### config.mk
export PLATFORM = sky130hd
export DESIGN_NAME = booth_sequencer_flat
export DESIGN_NICKNAME = d
export VERILOG_FILES = /design/src/rtl/booth_sequencer_if.sv /design/src/rtl/booth_sequencer.sv /design/src/flat_wrapper.sv
export SDC_FILE = /design/constraint.sdc
export NUM_CORES = 1
export LEC_CHECK = 0
export CAP_MARGIN = 20
export CORE_AREA = 2 2 39 41
export CTS_BUF_LIST = sky130_fd_sc_hd__clkbuf_8
export DETAILED_ROUTE_END_ITERATION = 7
export DIE_AREA = 0 0 41 43
export PLACE_DENSITY = 0.66
export SLEW_MARGIN = 15
export SYNTH_ARGS = -nofsm -noshare
export SYNTH_HDL_FRONTEND = slang
export SYNTH_SLANG_ARGS = --single-unit
### constraint.sdc
create_clock -name sys_clock -period 1.9 [get_ports sys_clock]
set_input_delay 0.38 -clock sys_clock [delete_from_list [all_inputs] [get_ports sys_clock]]
set_output_delay 0.38 -clock sys_clock [all_outputs]
set_load 0.02 [all_outputs]
### src/rtl/booth_sequencer_if.sv
// ---------------------------------------------------------------------------
// booth_sequencer_if
//   Groups the control handshake between the Booth multiply sequencer and
//   its datapath/requester.
//
//   Parameter WIDTH : operand width (number of Booth iterations), 2..32.
//
//   Requester/datapath -> sequencer : start, abort, q0, q_m1
//   Sequencer -> datapath/requester : load, add, sub, shift, busy, eq, done,
//                                     count[$clog2(WIDTH)-1:0]
//
//   modport slave  : the sequencer side
//   modport master : the datapath / requester side
// ---------------------------------------------------------------------------
interface booth_sequencer_if #(
  parameter int WIDTH = 8
);
  logic                     start;
  logic                     abort;
  logic                     q0;
  logic                     q_m1;
  logic                     load;
  logic                     add;
  logic                     sub;
  logic                     shift;
  logic                     busy;
  logic                     eq;
  logic                     done;
  logic [$clog2(WIDTH)-1:0] count;

  modport slave (
    input  start, abort, q0, q_m1,
    output load, add, sub, shift, busy, eq, done, count
  );

  modport master (
    output start, abort, q0, q_m1,
    input  load, add, sub, shift, busy, eq, done, count
  );
endinterface

### src/rtl/booth_sequencer.sv
// ---------------------------------------------------------------------------
// booth_sequencer
//   Moore FSM that sequences a radix-2 Booth multiply on an external
//   datapath holding {A, Q, Q(-1)} and M.
//
//   Parameter WIDTH : operand width / number of iterations, 2..32.
//
//   Ports:
//     sys_clock : single clock, rising edge
//     reset_n   : asynchronous active-low reset
//     bus       : booth_sequencer_if.slave
//                   in : start (level request), abort, q0, q_m1
//                   out: load, add, sub, shift, busy, eq, done, count
//
//   Optional feature: define BOOTH_ABORT_EN to make abort cancel a running
//   multiply (goes to WAIT_REL, count cleared, no done pulse). Without the
//   macro the abort input is accepted but ignored.
// ---------------------------------------------------------------------------
module booth_sequencer #(
  parameter int WIDTH = 8
) (
  input  logic               sys_clock,
  input  logic               reset_n,
  booth_sequencer_if.slave   bus
);

  localparam int            CW   = $clog2(WIDTH);
  localparam logic [CW-1:0] LAST = CW'(WIDTH - 1);

  localparam logic [2:0] IDLE     = 3'd0;
  localparam logic [2:0] LOAD     = 3'd1;
  localparam logic [2:0] EVAL     = 3'd2;
  localparam logic [2:0] ADDSUB   = 3'd3;
  localparam logic [2:0] SHIFT    = 3'd4;
  localparam logic [2:0] DONE     = 3'd5;
  localparam logic [2:0] WAIT_REL = 3'd6;

  logic [2:0]    state;
  logic [2:0]    state_next;
  logic [CW-1:0] count;
  logic [CW-1:0] count_next;
  logic [1:0]    pair;
  logic          busy_int;
  logic          abort_hit;

  assign busy_int = (state != IDLE) && (state != WAIT_REL);

`ifdef BOOTH_ABORT_EN
  assign abort_hit = bus.abort && busy_int;
`else
  logic unused_abort;
  assign unused_abort = bus.abort;
  assign abort_hit    = 1'b0;
`endif

  // Next-state and iteration-count logic. Abort overrides every other
  // transition so it is applied last.
  always_comb begin
    state_next = state;
    count_next = count;
    case (state)
      IDLE: begin
        if (bus.start) begin
          state_next = LOAD;
          count_next = '0;
        end
      end
      LOAD: begin
        state_next = EVAL;
        count_next = '0;
      end
      // 01 or 10 needs an add/sub before the shift; 00/11 shift directly.
      EVAL:     state_next = (bus.q0 ^ bus.q_m1) ? ADDSUB : SHIFT;
      ADDSUB:   state_next = SHIFT;
      SHIFT: begin
        if (count == LAST) begin
          state_next = DONE;
        end else begin
          state_next = EVAL;
          count_next = count + CW'(1);
        end
      end
      DONE:     state_next = WAIT_REL;
      // Held start must drop before another multiply can be requested.
      WAIT_REL: if (!bus.start) state_next = IDLE;
      default:  state_next = IDLE;
    endcase
    if (abort_hit) begin
      state_next = WAIT_REL;
      count_next = '0;
    end
  end

  // State, counter and the Booth pair captured in EVAL so ADDSUB acts on
  // the bits that were evaluated, not on whatever the datapath shows later.
  always_ff @(posedge sys_clock or negedge reset_n) begin
    if (!reset_n) begin
      state <= IDLE;
      count <= '0;
      pair  <= 2'b00;
    end else begin
      state <= state_next;
      count <= count_next;
      if (state == EVAL) begin
        pair <= {bus.q0, bus.q_m1};
      end
    end
  end

  assign bus.load  = (state == LOAD);
  assign bus.add   = (state == ADDSUB) && (pair == 2'b01);
  assign bus.sub   = (state == ADDSUB) && (pair == 2'b10);
  assign bus.shift = (state == SHIFT);
  assign bus.busy  = busy_int;
  assign bus.eq    = (state == SHIFT) && (count == LAST);
  assign bus.done  = (state == DONE);
  assign bus.count = count;

endmodule

### src/flat_wrapper.sv
// flat-port wrapper written by rule: the top's interface ports become plain ports
module booth_sequencer_flat 
#(
  parameter int WIDTH = 8
)
  (sys_clock, reset_n, bus_start, bus_abort, bus_q0, bus_q_m1, bus_load, bus_add, bus_sub, bus_shift, bus_busy, bus_eq, bus_done, bus_count);
  booth_sequencer_if #(.WIDTH(WIDTH)) bus_i ();
  input  logic sys_clock;
  input  logic reset_n;
  input wire logic [$bits(bus_i.start)-1:0] bus_start;
  input wire logic [$bits(bus_i.abort)-1:0] bus_abort;
  input wire logic [$bits(bus_i.q0)-1:0] bus_q0;
  input wire logic [$bits(bus_i.q_m1)-1:0] bus_q_m1;
  output wire logic [$bits(bus_i.load)-1:0] bus_load;
  output wire logic [$bits(bus_i.add)-1:0] bus_add;
  output wire logic [$bits(bus_i.sub)-1:0] bus_sub;
  output wire logic [$bits(bus_i.shift)-1:0] bus_shift;
  output wire logic [$bits(bus_i.busy)-1:0] bus_busy;
  output wire logic [$bits(bus_i.eq)-1:0] bus_eq;
  output wire logic [$bits(bus_i.done)-1:0] bus_done;
  output wire logic [$bits(bus_i.count)-1:0] bus_count;
  assign bus_i.start = bus_start;
  assign bus_i.abort = bus_abort;
  assign bus_i.q0 = bus_q0;
  assign bus_i.q_m1 = bus_q_m1;
  assign bus_load = bus_i.load;
  assign bus_add = bus_i.add;
  assign bus_sub = bus_i.sub;
  assign bus_shift = bus_i.shift;
  assign bus_busy = bus_i.busy;
  assign bus_eq = bus_i.eq;
  assign bus_done = bus_i.done;
  assign bus_count = bus_i.count;
  booth_sequencer #(.WIDTH(WIDTH)) u_core (.sys_clock(sys_clock), .reset_n(reset_n), .bus(bus_i));
endmodule
# --- Word-level counts from Yosys, hierarchy flattened ---
# Cells that the tools add are included.
word_totals:
  out_inout_bits: 10
  ramBits: 0
  latchBits: 0
  register_bits: 8
  n_memories: 0
  romBits: 0
  inputBits: 6
classes:
  n_eq_ne: 13
  addsub: 1
  muxes: 8
  n_lt_le_gt_ge: 0
  n_mul: 0
  div_mod_pow: 0
  n_shift: 0
  reduce_logical: 9
  n_bitwise: 1
op_table:
  columns: ["cell", "count"]
  rows:
  - ["$pmux 3 s7", 1]
  - ["$mux 3", 6]
  - ["$eq 3x3->1 const B", 4]
  - ["$pmux 3 s3", 1]
  - ["$eq 3x2->1 const B", 2]
  - ["$ne 2x2->1 const B", 3]
  - ["$reduce_bool 3->1", 2]
  - ["$logic_and 1x1->1", 4]
  - ["$add 3x1->3 const B", 1]
  - ["$eq 3x1->1 const B", 1]
  - ["$logic_not 3->1", 1]
  - ["$ne 3x3->1 const B", 1]
  - ["$reduce_and 3->1", 1]
  - ["$eq 2x1->1 const B", 1]
  - ["$eq 2x2->1 const B", 1]
  - ["$reduce_and 2->1", 1]
  - ["$xor 1x1->1", 1]

# --- Logic depth before layout (Yosys ltp) ---
# Gate-level depths: netlist of the first run.
logic_depth:
  ltp_word: 3
  ltp_mapped: 5
  ltp_nobuf: 5

# --- Worst setup path after synthesis of the first run ---
# Ideal clock, no wire load.
synth_timing:
  path_type: "register -> output"
  startpoint: "register u_core.state[0]"
  endpoint: "output port bus_eq"
  path_stages_with_launch: 4
  arrival_ns: 1.581
  path_slack_ns: -0.061
  path_cell_list: "dfrtp_1 -> clkbuf_1 -> nor3b_1 -> and2_1"
synth_between:
  elab_chain_cells: 2
synth_lines:
  columns: ["element", "line", "source"]
  rows:
  - ["start: declaration", "booth_sequencer.sv:38", "logic [2:0] state;"]
  - ["start signal: assignment", "booth_sequencer.sv:102", "state <= state_next;"]
  - ["$eq 3x3->1", null, null]
  - ["net bus_shift", "flat_wrapper.sv:17", "output wire logic [$bits(bus_i.shift)-1:0] bus_shift;"]
  - ["$logic_and 1x1->1", "booth_sequencer.sv:115", "assign bus.eq = (state == SHIFT) && (count == LAST);"]
  - ["end: declaration", "flat_wrapper.sv:19", "output wire logic [$bits(bus_i.eq)-1:0] bus_eq;"]
# The timed path passes the listed nets, and every way through them passes these cells.

# --- Worst setup path after layout of the first run ---
layout_timing:
  startpoint: "register u_core.count[1], in the netlist u_core.bus.count[1]"
  endpoint: "output port bus_eq"
layout_between:
  elab_chain_cells: 2
layout_lines:
  columns: ["element", "line", "source"]
  rows:
  - ["start: declaration", "booth_sequencer.sv:40", "logic [CW-1:0] count;"]
  - ["start signal: assignment", "booth_sequencer.sv:103", "count <= count_next;"]
  - ["$eq 3x3->1", "booth_sequencer.sv:115", null]
  - ["$logic_and 1x1->1", "booth_sequencer.sv:115", null]
# No other way between the ends.

==> impl_metrics.ini, run 1 <==
[place]
dp_hpwl_um = 789.6
dp.cells = 85
place_area_um2 = 708.2
gp_congestion = 0.7447
port_buffers = 14

[floorplan]
rows = 14
die_x_um = 41
core_um2 = 1384
dieHeight_um = 43
io_pins = 16
start_util = 0.3626
die_area_um2 = 1763

[logic_synthesis]
syn-num-nets = 59
synth_common_cells = dfrtp_1 (8), nor3b_1 (5), nand2_1 (4)
synth-seq-area-share = 0.3990
synth_area_um2 = 501.7
synth_top_cell_area_share = 0.3990
ys_ff_latch = 8
ys_types = 26
yosysMostFrequentCell = dfrtp_1
synth_warnings = 0
syn_avg_cell_area_um2 = 9.838
yosysTopAreaCell = dfrtp_1
synthTopCellsByArea = dfrtp_1 (40%), nor3b_1 (7.5%), ha_1 (5.0%)
synth_top_flop_cell = dfrtp_1
synth_edf_count = 0
async_flop_share = 1.000
synth_cells = 51

[sta]
hold_viol = 0
relSlewSlack = 0.7606
skew_ps = 1.570
setup_viol = 0
timing.fmax_ghz = 0.5564
hold_ws_ps = 435.4
min_period_over_period = 0.9460
tightest_slew_ps = 357.9
setup-tns-final_ps = 0
drv_slew = 0
period_minus_slack_ps = 1797
rsz0062_at_grt = false

[cts]
clock_tree.root_cell = clkbuf_8
numCtsBuffers = 3
cts.clk_slew.worst_paths_ps = 40
cts_sinks = 8
cts_setup_buffers = 0
cts_tree = done
clockBufferDepth = 2
clk_latency_ps = 220
htree_levels = 1

[global_routing]
antenna_found_initial = 0
grt_pass1_wl_mm = 1.752
overflow = 0
grt_max_degree = 12
grt_use_total = 0.1533
first_global_vias = 416

[run_status]
outcome = finished, final reports clean

[setup_path]
cp-start-kind = register
cp.arrival_ps = 1420
cp_max_fo = 3
path_class = reg -> out
end_kind = output pin
required_ps = 1520

[final_layout]
stdcell_area_um2 = 742.0
final_cells = 88
drive_gt1_frac = 0.2222
num_antenna_cells = 0
nNetsFinal = 82
synthToLayoutAreaGrowth_pct = 47.88

[route]
ant_nets = 0
first_pass_iters = 4
drt_iter0_drc = 1
via_count = 433
remaining_drc_errors = 0
routed_wl_um = 979
wl_per_cell_um = 11.13
viasPerCell = 4.920

[min_path]
holdCritPathClass = in -> async

[power]
powerDensity_nw_per_um2 = 1574
vdd_drop_max_mv = 0.6595
leakagePower_nw = 0.3550

[run]
max-cap-violations = 0
metrics by stage:
stage	power, W	utilization	worst slack, ps
floorplan	0.0007382	-	77.81
global placement	0.001008	0.5118	70.83
global route	0.001276	0.5362	23.07
CTS	0.001187	0.5353	47.52
detailed placement	0.001016	0.5118	73.60
finish	0.001168	0.5362	102.7
critical path, cell delays in order, from the launching register on:
cell and delay, ps:
dfrtp_1 390, ha_1 190, ha_1 200, and2_1 140, clkdlybuf4s15_1 270
sequential cells by signal (all words and copies together) (netlist names):
| signal | flops |
|---|---|
| u_core.state | 3 |
| u_core.bus.count | 3 |
| u_core.pair | 2 |
worst paths after layout:
path	from	end	slack, ps	cells past startpoint
worst max-delay path	u_core.bus.count[1]	bus_eq	100	4
worst min-delay path	reset_n	u_core.bus.count[2]	440	1
worst max register to register	u_core.bus.count[1]	u_core.bus.count[0]	160	5
worst min register to register	u_core.pair[1]	u_core.pair[1]	530	1
max in group asynchronous	reset_n	u_core.pair[0]	1200	1
min in group sys_clock	u_core.pair[1]	u_core.pair[1]	530	1
cell type report:
class                           count  area, µm²
Fill cell                         152      641.9
Timing Repair Buffer               21      185.2
Inverter                            2      7.507
Tap cell                           16      20.02
Multi-Input combinational cell     38      287.8
Clock buffer                        3      41.29
Sequential cell                     8      200.2
layout by cell type, fill, tap and decap left out, drive strengths merged, types with 2 or more instances in the layout:
cell type / synthesis / layout
dfrtp: 8 / 8
inv: 2 / 2
nand2: 4 / 4
ha: 2 / 2
mux2: 2 / 2
nor3b: 5 / 5
nand2b: 3 / 3
nor2b: 2 / 2
a211oi: 2 / 2
buf: 0 / 7
clkbuf: 3 / 3
dlygate4sd2: 0 / 6
clkdlybuf4s50: 0 / 7
nor2: 2 / 2
mux2i: 2 / 2
metal layers:
| metal | routed length [µm] | part of all wire | vias up | GRT usage |
|---|---|---|---|---|
| met5 | 0 | 0 | - | 0 |
| met4 | 0 | 0 | 0 | 0.04000 |
| met3 | 70 | 0.072 | 0 | 0.09424 |
| met2 | 483 | 0.49 | 15 | 0.2219 |
| met1 | 425 | 0.43 | 197 | 0.1867 |
| li1 | - | - | 221 | - |
report_power, final:
group	switching (W)	total (W)	leakage [nW]	internal, W
Clock	0.0000602	0.000197	0.0216	0.000137
Sequential	0.0000634	0.000308	0.101	0.000245
Combinational	0.000314	0.000663	0.233	0.000349
Total	0.000437	0.00117	0.355	0.000731
cell families (layout without fill, tap and decap cells):
| kind of cell | count (synthesis) | count (layout) | synth area share |
|---|---|---|---|
| flip-flops | 8 | 8 | 0.3990 |
| AO/OA/AOI/OAI | 8 | 8 | 0.1247 |
| adder cells (fa/ha/maj) | 2 | 2 | 0.04987 |
| AND/OR/NAND/NOR | 22 | 22 | 0.2693 |
| buffers and inverters | 5 | 26 | 0.03741 |
| multiplexers | 4 | 4 | 0.08479 |
| XOR/XNOR | 2 | 2 | 0.03492 |
repair_timing:
item | 4_1_cts | 5_1_grt
gates cloned | 0 | 0
hold buffers | 0 | 0
gates resized for setup | 7 | 1
endpoints found under the setup margin | 7 | 1
(Power assumes the default switching activity.)
==> run 2, diff against run 1 <==
--- a/config.mk
+++ b/config.mk
@@ -15,3 +15,4 @@
 export SYNTH_ARGS = -nofsm -noshare
 export SYNTH_HDL_FRONTEND = slang
 export SYNTH_SLANG_ARGS = --single-unit
+export TNS_END_PERCENT = 20
==> results of run 2 <==
The final DEF is identical to that of run 1; final timing and power are the same.
